`config.mk`:
```
export PLATFORM = sky130hd
export DESIGN_NAME = stopwatch_core
export DESIGN_NICKNAME = d
export VERILOG_FILES = /design/src/rtl/stopwatch_core.sv
export SDC_FILE = /design/constraint.sdc
export NUM_CORES = 1
export LEC_CHECK = 0
export ABC_AREA = 1
export CAP_MARGIN = 40
export CORE_MARGIN = 2
export CORE_UTILIZATION = 55
export DETAILED_ROUTE_END_ITERATION = 16
export DONT_BUFFER_PORTS = 1
export GPL_TIMING_DRIVEN = 0
export PLACE_DENSITY = 0.84
export SLEW_MARGIN = 20
export SYNTH_ARGS = -nofsm -noshare
export SYNTH_HDL_FRONTEND = slang
export SYNTH_SLANG_ARGS = --single-unit
```
`constraint.sdc`:
```
create_clock -name clk -period 1.31 [get_ports clk]
set_input_delay 0 -clock clk [delete_from_list [all_inputs] [get_ports clk]]
set_output_delay 0 -clock clk [all_outputs]
set_load 0.005 [all_outputs]
```
`src/rtl/stopwatch_core.sv`:
```
// rtl/stopwatch_core.sv - BCD stopwatch core (M:SS.CC) with optional lap freeze.
// Optional lap feature enabled by defining STOPWATCH_LAP_EN.
module stopwatch_core #(
  parameter int MIN_MAX = 9
) (
  input  logic       clk,
  input  logic       rst_n,
  input  logic       clk100,
  input  logic       start_stop,
  input  logic       clear,
  input  logic       lap,
  output logic [3:0] disp_m,
  output logic [3:0] disp_s10,
  output logic [3:0] disp_s1,
  output logic [3:0] disp_cs10,
  output logic [3:0] disp_cs1,
  output logic       running,
  output logic       wrap,
  output logic       lap_active
);

  typedef enum logic [1:0] {IDLE, RUN, HOLD} state_t;

  localparam logic [3:0] M_LIM = 4'(MIN_MAX);

  state_t     state_q, state_d;
  logic       sync1_q, sync2_q, hist_q;
  logic       ss_hist_q, clr_hist_q, lap_hist_q, lap_hist_d;
  logic [3:0] m_q, s10_q, s1_q, cs10_q, cs1_q;
  logic [3:0] m_d, s10_d, s1_d, cs10_d, cs1_d;
  logic [19:0] disp_q, disp_d;
  logic       wrap_q, wrap_d;
  logic       lap_active_q, lap_active_d;
  logic       tick, ss_ev, clr_ev, disp_load;

  assign tick   = sync2_q & ~hist_q;
  assign ss_ev  = start_stop & ~ss_hist_q;
  assign clr_ev = clear & ~clr_hist_q;

  always_comb begin
    state_d = state_q;
    if (clr_ev) begin
      state_d = IDLE;
    end else if (ss_ev) begin
      case (state_q)
        IDLE:    state_d = RUN;
        RUN:     state_d = HOLD;
        HOLD:    state_d = RUN;
        default: state_d = IDLE;
      endcase
    end
  end

  // Ripple BCD carry; only the pre-edge RUN state lets a tick count.
  always_comb begin
    m_d    = m_q;
    s10_d  = s10_q;
    s1_d   = s1_q;
    cs10_d = cs10_q;
    cs1_d  = cs1_q;
    wrap_d = 1'b0;
    if (clr_ev) begin
      m_d = 4'd0; s10_d = 4'd0; s1_d = 4'd0; cs10_d = 4'd0; cs1_d = 4'd0;
    end else if (tick && state_q == RUN) begin
      if (cs1_q < 4'd9) cs1_d = cs1_q + 4'd1;
      else begin
        cs1_d = 4'd0;
        if (cs10_q < 4'd9) cs10_d = cs10_q + 4'd1;
        else begin
          cs10_d = 4'd0;
          if (s1_q < 4'd9) s1_d = s1_q + 4'd1;
          else begin
            s1_d = 4'd0;
            if (s10_q < 4'd5) s10_d = s10_q + 4'd1;
            else begin
              s10_d = 4'd0;
              if (m_q < M_LIM) m_d = m_q + 4'd1;
              else begin
                m_d    = 4'd0;
                wrap_d = 1'b1;
              end
            end
          end
        end
      end
    end
  end

`ifdef STOPWATCH_LAP_EN
  logic lap_ev;
  assign lap_ev = lap & ~lap_hist_q;

  always_comb begin
    lap_hist_d   = lap;
    lap_active_d = lap_active_q;
    if (clr_ev)
      lap_active_d = 1'b0;
    else if (lap_ev && lap_active_q)
      lap_active_d = 1'b0;
    else if (lap_ev && state_q == RUN)
      lap_active_d = 1'b1;
    // Hold only while frozen before and after; capture and release both reload.
    disp_load = !(lap_active_q && lap_active_d);
  end
`else
  logic lap_unused;
  assign lap_unused = lap;

  always_comb begin
    lap_hist_d   = 1'b0;
    lap_active_d = 1'b0;
    disp_load    = 1'b1;
  end
`endif

  always_comb begin
    disp_d = disp_q;
    if (disp_load) disp_d = {m_q, s10_q, s1_q, cs10_q, cs1_q};
  end

  always_ff @(posedge clk or negedge rst_n) begin
    if (!rst_n) begin
      state_q      <= IDLE;
      sync1_q      <= 1'b0;
      sync2_q      <= 1'b0;
      hist_q       <= 1'b0;
      ss_hist_q    <= 1'b0;
      clr_hist_q   <= 1'b0;
      lap_hist_q   <= 1'b0;
      m_q          <= 4'd0;
      s10_q        <= 4'd0;
      s1_q         <= 4'd0;
      cs10_q       <= 4'd0;
      cs1_q        <= 4'd0;
      disp_q       <= 20'd0;
      wrap_q       <= 1'b0;
      lap_active_q <= 1'b0;
    end else begin
      state_q      <= state_d;
      sync1_q      <= clk100;
      sync2_q      <= sync1_q;
      hist_q       <= sync2_q;
      ss_hist_q    <= start_stop;
      clr_hist_q   <= clear;
      lap_hist_q   <= lap_hist_d;
      m_q          <= m_d;
      s10_q        <= s10_d;
      s1_q         <= s1_d;
      cs10_q       <= cs10_d;
      cs1_q        <= cs1_d;
      disp_q       <= disp_d;
      wrap_q       <= wrap_d;
      lap_active_q <= lap_active_d;
    end
  end

  assign {disp_m, disp_s10, disp_s1, disp_cs10, disp_cs1} = disp_q;
  assign running    = (state_q == RUN);
  assign wrap       = wrap_q;
  assign lap_active = lap_active_q;

endmodule

```
==> flow_summary_export.csv, run 1 <==
group,metric,value,unit
setup_path,arrival,1.71,ns
detailed_routing,viasPerCell,5.35,
pwr,power,3.29,mW
cts,cts-root-buf,"clkbuf_8",
cts,tritoncts,"built",
cells_and_area,fin_area,2690,um2
pwr,leakagePower,1.42,nW
setup_path,cp-startpoint,"cs10_q[0]",
cts,cts_buffer_depth,2,
global_route,gr-total-overflow,0,
floorplanning,core_area,3630,um2
setup_path,reg2regPathDepth,10,
setup_path,path_common_cell,"nand2_4",
yosys,syn_avg_cell_area,9.83,um2
yosys,ys_types,24,
worst_hold_path,min_path_type,"in2reg",
pwr,p_per_area,1220,nW/um2
detailed_routing,num_vias,1605,
timing,drv_slew,0,
cts,numCtsBuffers,5,
cells_and_area,postLayoutCoreUtil,73.9,%
cts,worstSkewPairLatency,0.31,ns
floorplanning,pin_count,29,
setup_path,worstSetupPathType,"reg2reg",
detailed_routing,drtIter0Drc,154,
detailed_routing,totalWireLength,5.11,mm
floorplanning,start_util,57.1,%
timing,worst_clock_skew,0.0110,ns
run_status,outcome,"finished with violations",
yosys,ys_ff_latch,48,
setup_path,crit_slowest_cell,"dfrtp_1",
timing,hold_viol_final,0,
cells_and_area,layout.cells.non_filler,300,
yosys,ys_warn_count,0,
worst_hold_path,hold_depth,4,
global_route,grt_max_degree,49,
yosys,ys_seq_area_share,57.9,%
place,pre_cts_ws,-0.190,ns
setup_path,crit_required,1.56,ns
cells_and_area,synthToLayoutAreaGrowth,29.6,%
floorplanning,die_w,65.4,um
run_status,violations,"setup timing",
global_route,antenna_found_initial,0,
place,io_buffers,0,
cells_and_area,drive_above_1_share,36.9,%
pwr,vdd_drop_max,647,uV
cts,htree_levels,2,
setup_path,crit_chain,"inv_2 -> ha_4 -> nand2_4 -> nand2_4 -> nand2_4 -> nand2_4 -> nor2_4 -> buf_6 -> nand3_1 -> nand2_1",
setup_path,cp-start-kind,"flip-flop",
global_route,grt_pass1_vias,1590,
timing,grt_setup_unrepaired,"true",
global_route,grt_pass1_wl,7.69,mm
yosys,syn-num-nets,227,
floorplanning,row_count,22,
setup_path,reg2reg_setup_slack,-0.15,ns
cells_and_area,fillers,205,
detailed_routing,routedWlPerCell,17.0,um
cells_and_area,diodes,0,
yosys,synth_cells,211,
timing,period_minus_slack,1.46,ns
place,hpwl,2.35,mm
cells_and_area,nNetsFinal,267,
timing,setup_violations,15,
place,place.gp.congestion,0.802,
yosys,netlist_area,2070,um2
setup_path,crit_fanout,5,
setup_path,path_depth,10,
detailed_routing,drcViolationCount,0,
cts,clk_pin_slew_worst_paths,0.09,ns
worst_hold_path,min-delay-start,"clear",
detailed_routing,drt-pass1-iter-count,4,
floorplanning,dieArea,4280,um2
timing,layout_worst_path_cycle_share,112,%
setup_path,crit_family,"simple AND/OR/NAND/NOR gates",
cts,cts.sinks,48,
setup_path,max_stage_delay,0.38,ns
global_route,grt_use_total,24.4,%
worst_hold_path,hold_end,"s10_q[0]",
setup_path,crit_buf_inv,2,
place,dpl_cell_area,2140,um2
timing,fin_ws,-0.153,ns
timing,max_freq,683,MHz
setup_path,critPathCaptureType,"flip-flop",
setup_path,r2r_start,"cs10_q[0]",
detailed_routing,ant_nets,0,
setup_path,rr_endpoint,"s10_q[2]",
job,maxCapViolCount,0,
floorplanning,fp.dieH,65.4,um
place,placedCellCount,259,
[registers in the layout, indices dropped and copies added, names as in the netlist]
signal	count
sync2_q	1
cs1_q	4
clr_hist_q	1
wrap	1
sync1_q	1
state_q	2
ss_hist_q	1
s1_q	4
m_q	4
cs10_q	4
hist_q	1
disp_q	20
s10_q	4
[power breakdown]
group          switching (mW)  internal, mW  leakage, nW  total, mW
combinational           0.371         0.303        0.728      0.674
sequential             0.0975          1.61        0.646       1.71
clock                   0.488         0.422       0.0510      0.910
total                   0.956          2.33         1.42       3.29
[cell usage after synthesis, drive strengths merged]
cell type	number	area share, %
nand3	19	4.6
ha	10	6.0
inv	31	5.6
a21oi	2	0.66
and3	1	0.30
dfrtp	48	58
nor3	2	0.48
o21bai	1	0.36
nor2	16	4.1
conb	1	0.18
clkinv	1	0.24
nand2	52	11
xor2	6	2.5
buf	3	1.4
o21ai	13	3.1
nand4	5	1.5
[final cells by class]
cell class	instances	area, um2	share of cell area (%)
well taps	48	60.1	2.24
plain buffers	3	30.0	1.12
multi-input cells	128	891	33.2
repair buffers	33	285	10.6
clock inverters	2	10.0	0.373
clock buffers	6	82.6	3.07
inverters	32	125	4.66
flip-flops and latches	48	1200	44.8
[repair_timing]
action,in CTS,in global routing
pin swaps,16,19
setup endpoints to repair,18,21
hold buffers,5,0
buffers inserted,24,4
cloned,1,0
gates resized for setup,26,21
hold endpoints to repair,53,0
[worst reg2reg max path: stages, from the launching register on]
cell and delay [ns]:
dfrtp_1 0.38, inv_2 0.06, ha_4 0.17, nand2_4 0.06, nand2_4 0.06, nand2_4 0.09, nand2_4 0.05, nor2_4 0.19
buf_6 0.17, nand3_1 0.11, nand2_1 0.08
[cell families after synthesis]
family,after synthesis,share of synthesized area [%]
AO/OA/AOI/OAI,16,4.16
buffers and inverters,35,7.30
adder cells (fa/ha/maj),10,6.04
XOR/XNOR,6,2.53
other,1,0.181
AND/OR/NAND/NOR,95,21.8
flip-flops,48,57.9
[routing by layer]
metal	vias up	global-route usage, %	part of all wire (%)	wire length (um)
li1	738	-	-	-
met3	18	5.48	5.3	273
met4	0	13.0	3.4	176
met1	782	28.2	38	1960
met2	67	42.1	53	2700
met5	-	0	0	0
[worst max path at each step]
| stage | to | slack [ns] |
|---|---|---|
| 3_3_place_gp | m_q[1] | -0.13 |
| 4_1_cts | s10_q[1] | -0.09 |
| 3_5_place_dp | s10_q[1] | -0.19 |
| 6_report | s10_q[2] | -0.15 |
| 2_1_floorplan | s10_q[2] | 0.007 |
| 5_1_grt | s10_q[2] | -0.20 |
[stage by stage]
stage | TNS [ns] | hold slack [ns]
6_report | -1.21 | 0.0721
3_3_place_gp | -1.34 | -0.294
2_1_floorplan | 0 | -0.296
4_1_cts | -0.611 | 0.0321
3_5_place_dp | -1.82 | -0.295
5_1_grt | -2.40 | 0.103
[layout by cell type (no fill, tap or decap), types with 3 or more instances in the layout]
cell type	Yosys	routed
inv_2	8	13
o21ai_2	0	3
dlygate4sd3_1	0	4
nand2_1	42	35
xor2_1	6	6
buf_6	2	4
clkbuf_8	0	6
inv_1	23	18
nand2_4	1	12
dfrtp_1	48	47
ha_1	10	7
o21ai_0	9	7
nand4_1	5	5
nand3_2	0	7
buf_4	1	27
nor2_4	3	3
nor2_1	12	12
o21ai_1	4	3
nand2_2	9	5
ha_4	0	3
nand3_1	19	12
Note: power is estimated with default switching activity, not from simulation.
==> run 2: changes to the inputs <==
TNS_END_PERCENT = 1   (was unset)
==> run 2 against run 1 <==
  * The flow still finishes with violations (setup timing)
  * Die area unchanged
  * Wire length fell by 11%
  * Critical path depth unchanged
  * Count of clock-buffer cells in the layout did not move
  * First-iteration DRC count did not move
  * Critical endpoint is now m_q[0]
  * Total power decreased by 2.5%
  * Sequential power is essentially flat
==> flow_summary_export.csv, run 2 (synthesis results as in run 1) <==
group,metric,value,unit
setup_path,crit_family,"simple AND/OR/NAND/NOR gates",
place,dpl_cell_area,2140,um2
cells_and_area,largest_register_ffs,20,
place,io_buffers,0,
cells_and_area,layout.cells.non_filler,296,
cells_and_area,synthToLayoutAreaGrowth,24.8,%
timing,fin_ws,-0.117,ns
global_route,gr-total-overflow,0,
cts,cts-root-buf,"clkbuf_8",
cells_and_area,regMostFlops,"disp_q",
cts,clk_pin_slew_worst_paths,0.09,ns
pwr,power,3.21,mW
floorplanning,die_w,65.4,um
timing,hold_viol_final,0,
cells_and_area,fin_area,2590,um2
setup_path,arrival,1.67,ns
setup_path,critPathCaptureType,"flip-flop",
timing,setup_violations,13,
detailed_routing,drcViolationCount,0,
setup_path,cp-start-kind,"flip-flop",
cells_and_area,nNetsFinal,263,
cts,tritoncts,"built",
cts,cts_buffer_depth,2,
place,placedCellCount,259,
cells_and_area,final_cell_mix,"47 x dfrtp_1, 36 x nand2_1, 23 x buf_4, 18 x inv_1, 16 x nand3_1",
timing,max_freq,701,MHz
detailed_routing,drt-pass1-iter-count,4,
global_route,grt_max_degree,49,
run_status,outcome,"finished with violations",
timing,period_minus_slack,1.43,ns
job,maxCapViolCount,0,
timing,grt_setup_unrepaired,"true",
cts,htree_levels,2,
detailed_routing,viasPerCell,5.30,
detailed_routing,ant_nets,0,
pwr,p_per_area,1240,nW/um2
setup_path,crit_slowest_cell,"dfrtp_1",
global_route,grt_pass1_vias,1550,
setup_path,crit_chain,"inv_2 -> ha_4 -> nand2_2 -> nand2_2 -> nand2_2 -> nand2_2 -> nor2_4 -> buf_6 -> nand3_1 -> nand2_1",
detailed_routing,totalWireLength,4.56,mm
pwr,vdd_drop_max,651,uV
place,place.gp.congestion,0.802,
detailed_routing,num_vias,1570,
setup_path,worstSetupPathType,"reg2reg",
cells_and_area,final_common_cell,"dfrtp_1",
cells_and_area,drive_above_1_share,32.7,%
global_route,grt_use_total,23.6,%
global_route,grt_pass1_wl,7.34,mm
setup_path,path_common_cell,"nand2_2",
cts,cts.sinks,48,
cts,numCtsBuffers,5,
floorplanning,dieArea,4280,um2
run_status,violations,"setup timing",
floorplanning,pin_count,29,
worst_hold_path,min_path_type,"in2reg",
global_route,antenna_found_initial,0,
setup_path,crit_buf_inv,2,
floorplanning,core_area,3630,um2
floorplanning,start_util,57.1,%
timing,drv_slew,0,
timing,worst_clock_skew,0.0149,ns
place,pre_cts_ws,-0.190,ns
pwr,leakagePower,1.38,nW
detailed_routing,routedWlPerCell,15.4,um
floorplanning,fp.dieH,65.4,um
detailed_routing,drtIter0Drc,154,
cts,worstSkewPairLatency,0.31,ns
timing,fin_tns_setup,-1.28,ns
timing,layout_worst_path_cycle_share,109,%
place,hpwl,2.35,mm
floorplanning,row_count,22,
setup_path,max_stage_delay,0.38,ns
cells_and_area,diodes,0,
setup_path,crit_required,1.55,ns
setup_path,crit_fanout,5,
[run 2: report_power, final]
group          switching [mW]  total, mW  internal [mW]
logic                   0.327      0.599          0.272
clock network           0.488      0.910          0.422
registers              0.0911       1.70           1.61
[run 2: final timing paths]
kind / startpoint / end / slack [ns] / cells after the start
max in group asynchronous: rst_n / s10_q[0] / 0.90 / 2
worst max-delay path: cs10_q[0] / m_q[0] / -0.12 / 10
min in group asynchronous: rst_n / disp_q[7] / 0.19 / 2
worst min register to register: sync1_q / sync2_q / 0.35 / 0
worst max register to register: cs10_q[0] / m_q[0] / -0.12 / 10
worst min-delay path: clear / cs1_q[3] / 0.07 / 5
[run 2: area by class of cell]
type / instances / area (um2)
Sequential cell: 48 / 1200
Fill cell: 231 / 1050
Multi-Input combinational cell: 128 / 822
Timing Repair Buffer: 29 / 255
Inverter: 32 / 125
Clock buffer: 6 / 82.6
Tap cell: 48 / 60.1
Buffer: 3 / 30.0
Clock inverter: 2 / 10.0
[run 2: what timing repair did]
item | in CTS | in global routing
setup endpoints to repair | 18 | 21
endpoints found under the hold margin | 53 | 0
pin swaps | 10 | 11
gates cloned | 1 | 0
buffers inserted | 22 | 1
hold buffers | 5 | 0
resized for setup | 19 | 14
[run 2: stage by stage]
step           hold WS (ns)  util, %
6_report             0.0659     71.2
3_5_place_dp         -0.295     58.9
5_1_grt              0.0983     71.2
4_1_cts              0.0325     69.8
2_1_floorplan        -0.296        -
3_3_place_gp         -0.294     58.9
[run 2: per-layer routing]
layer	share of wire, %	global-route usage [%]
met1	39	26.9
met2	53	40.7
met3	5.1	5.99
met4	3.0	12.2
met5	0	0
[run 2: worst min-delay path: cells and delay by family]
family / cells / cell delay [ns]
AO/OA/AOI/OAI: 1 / 0.05
buffers and inverters: 1 / 0.06
AND/OR/NAND/NOR: 3 / 0.23
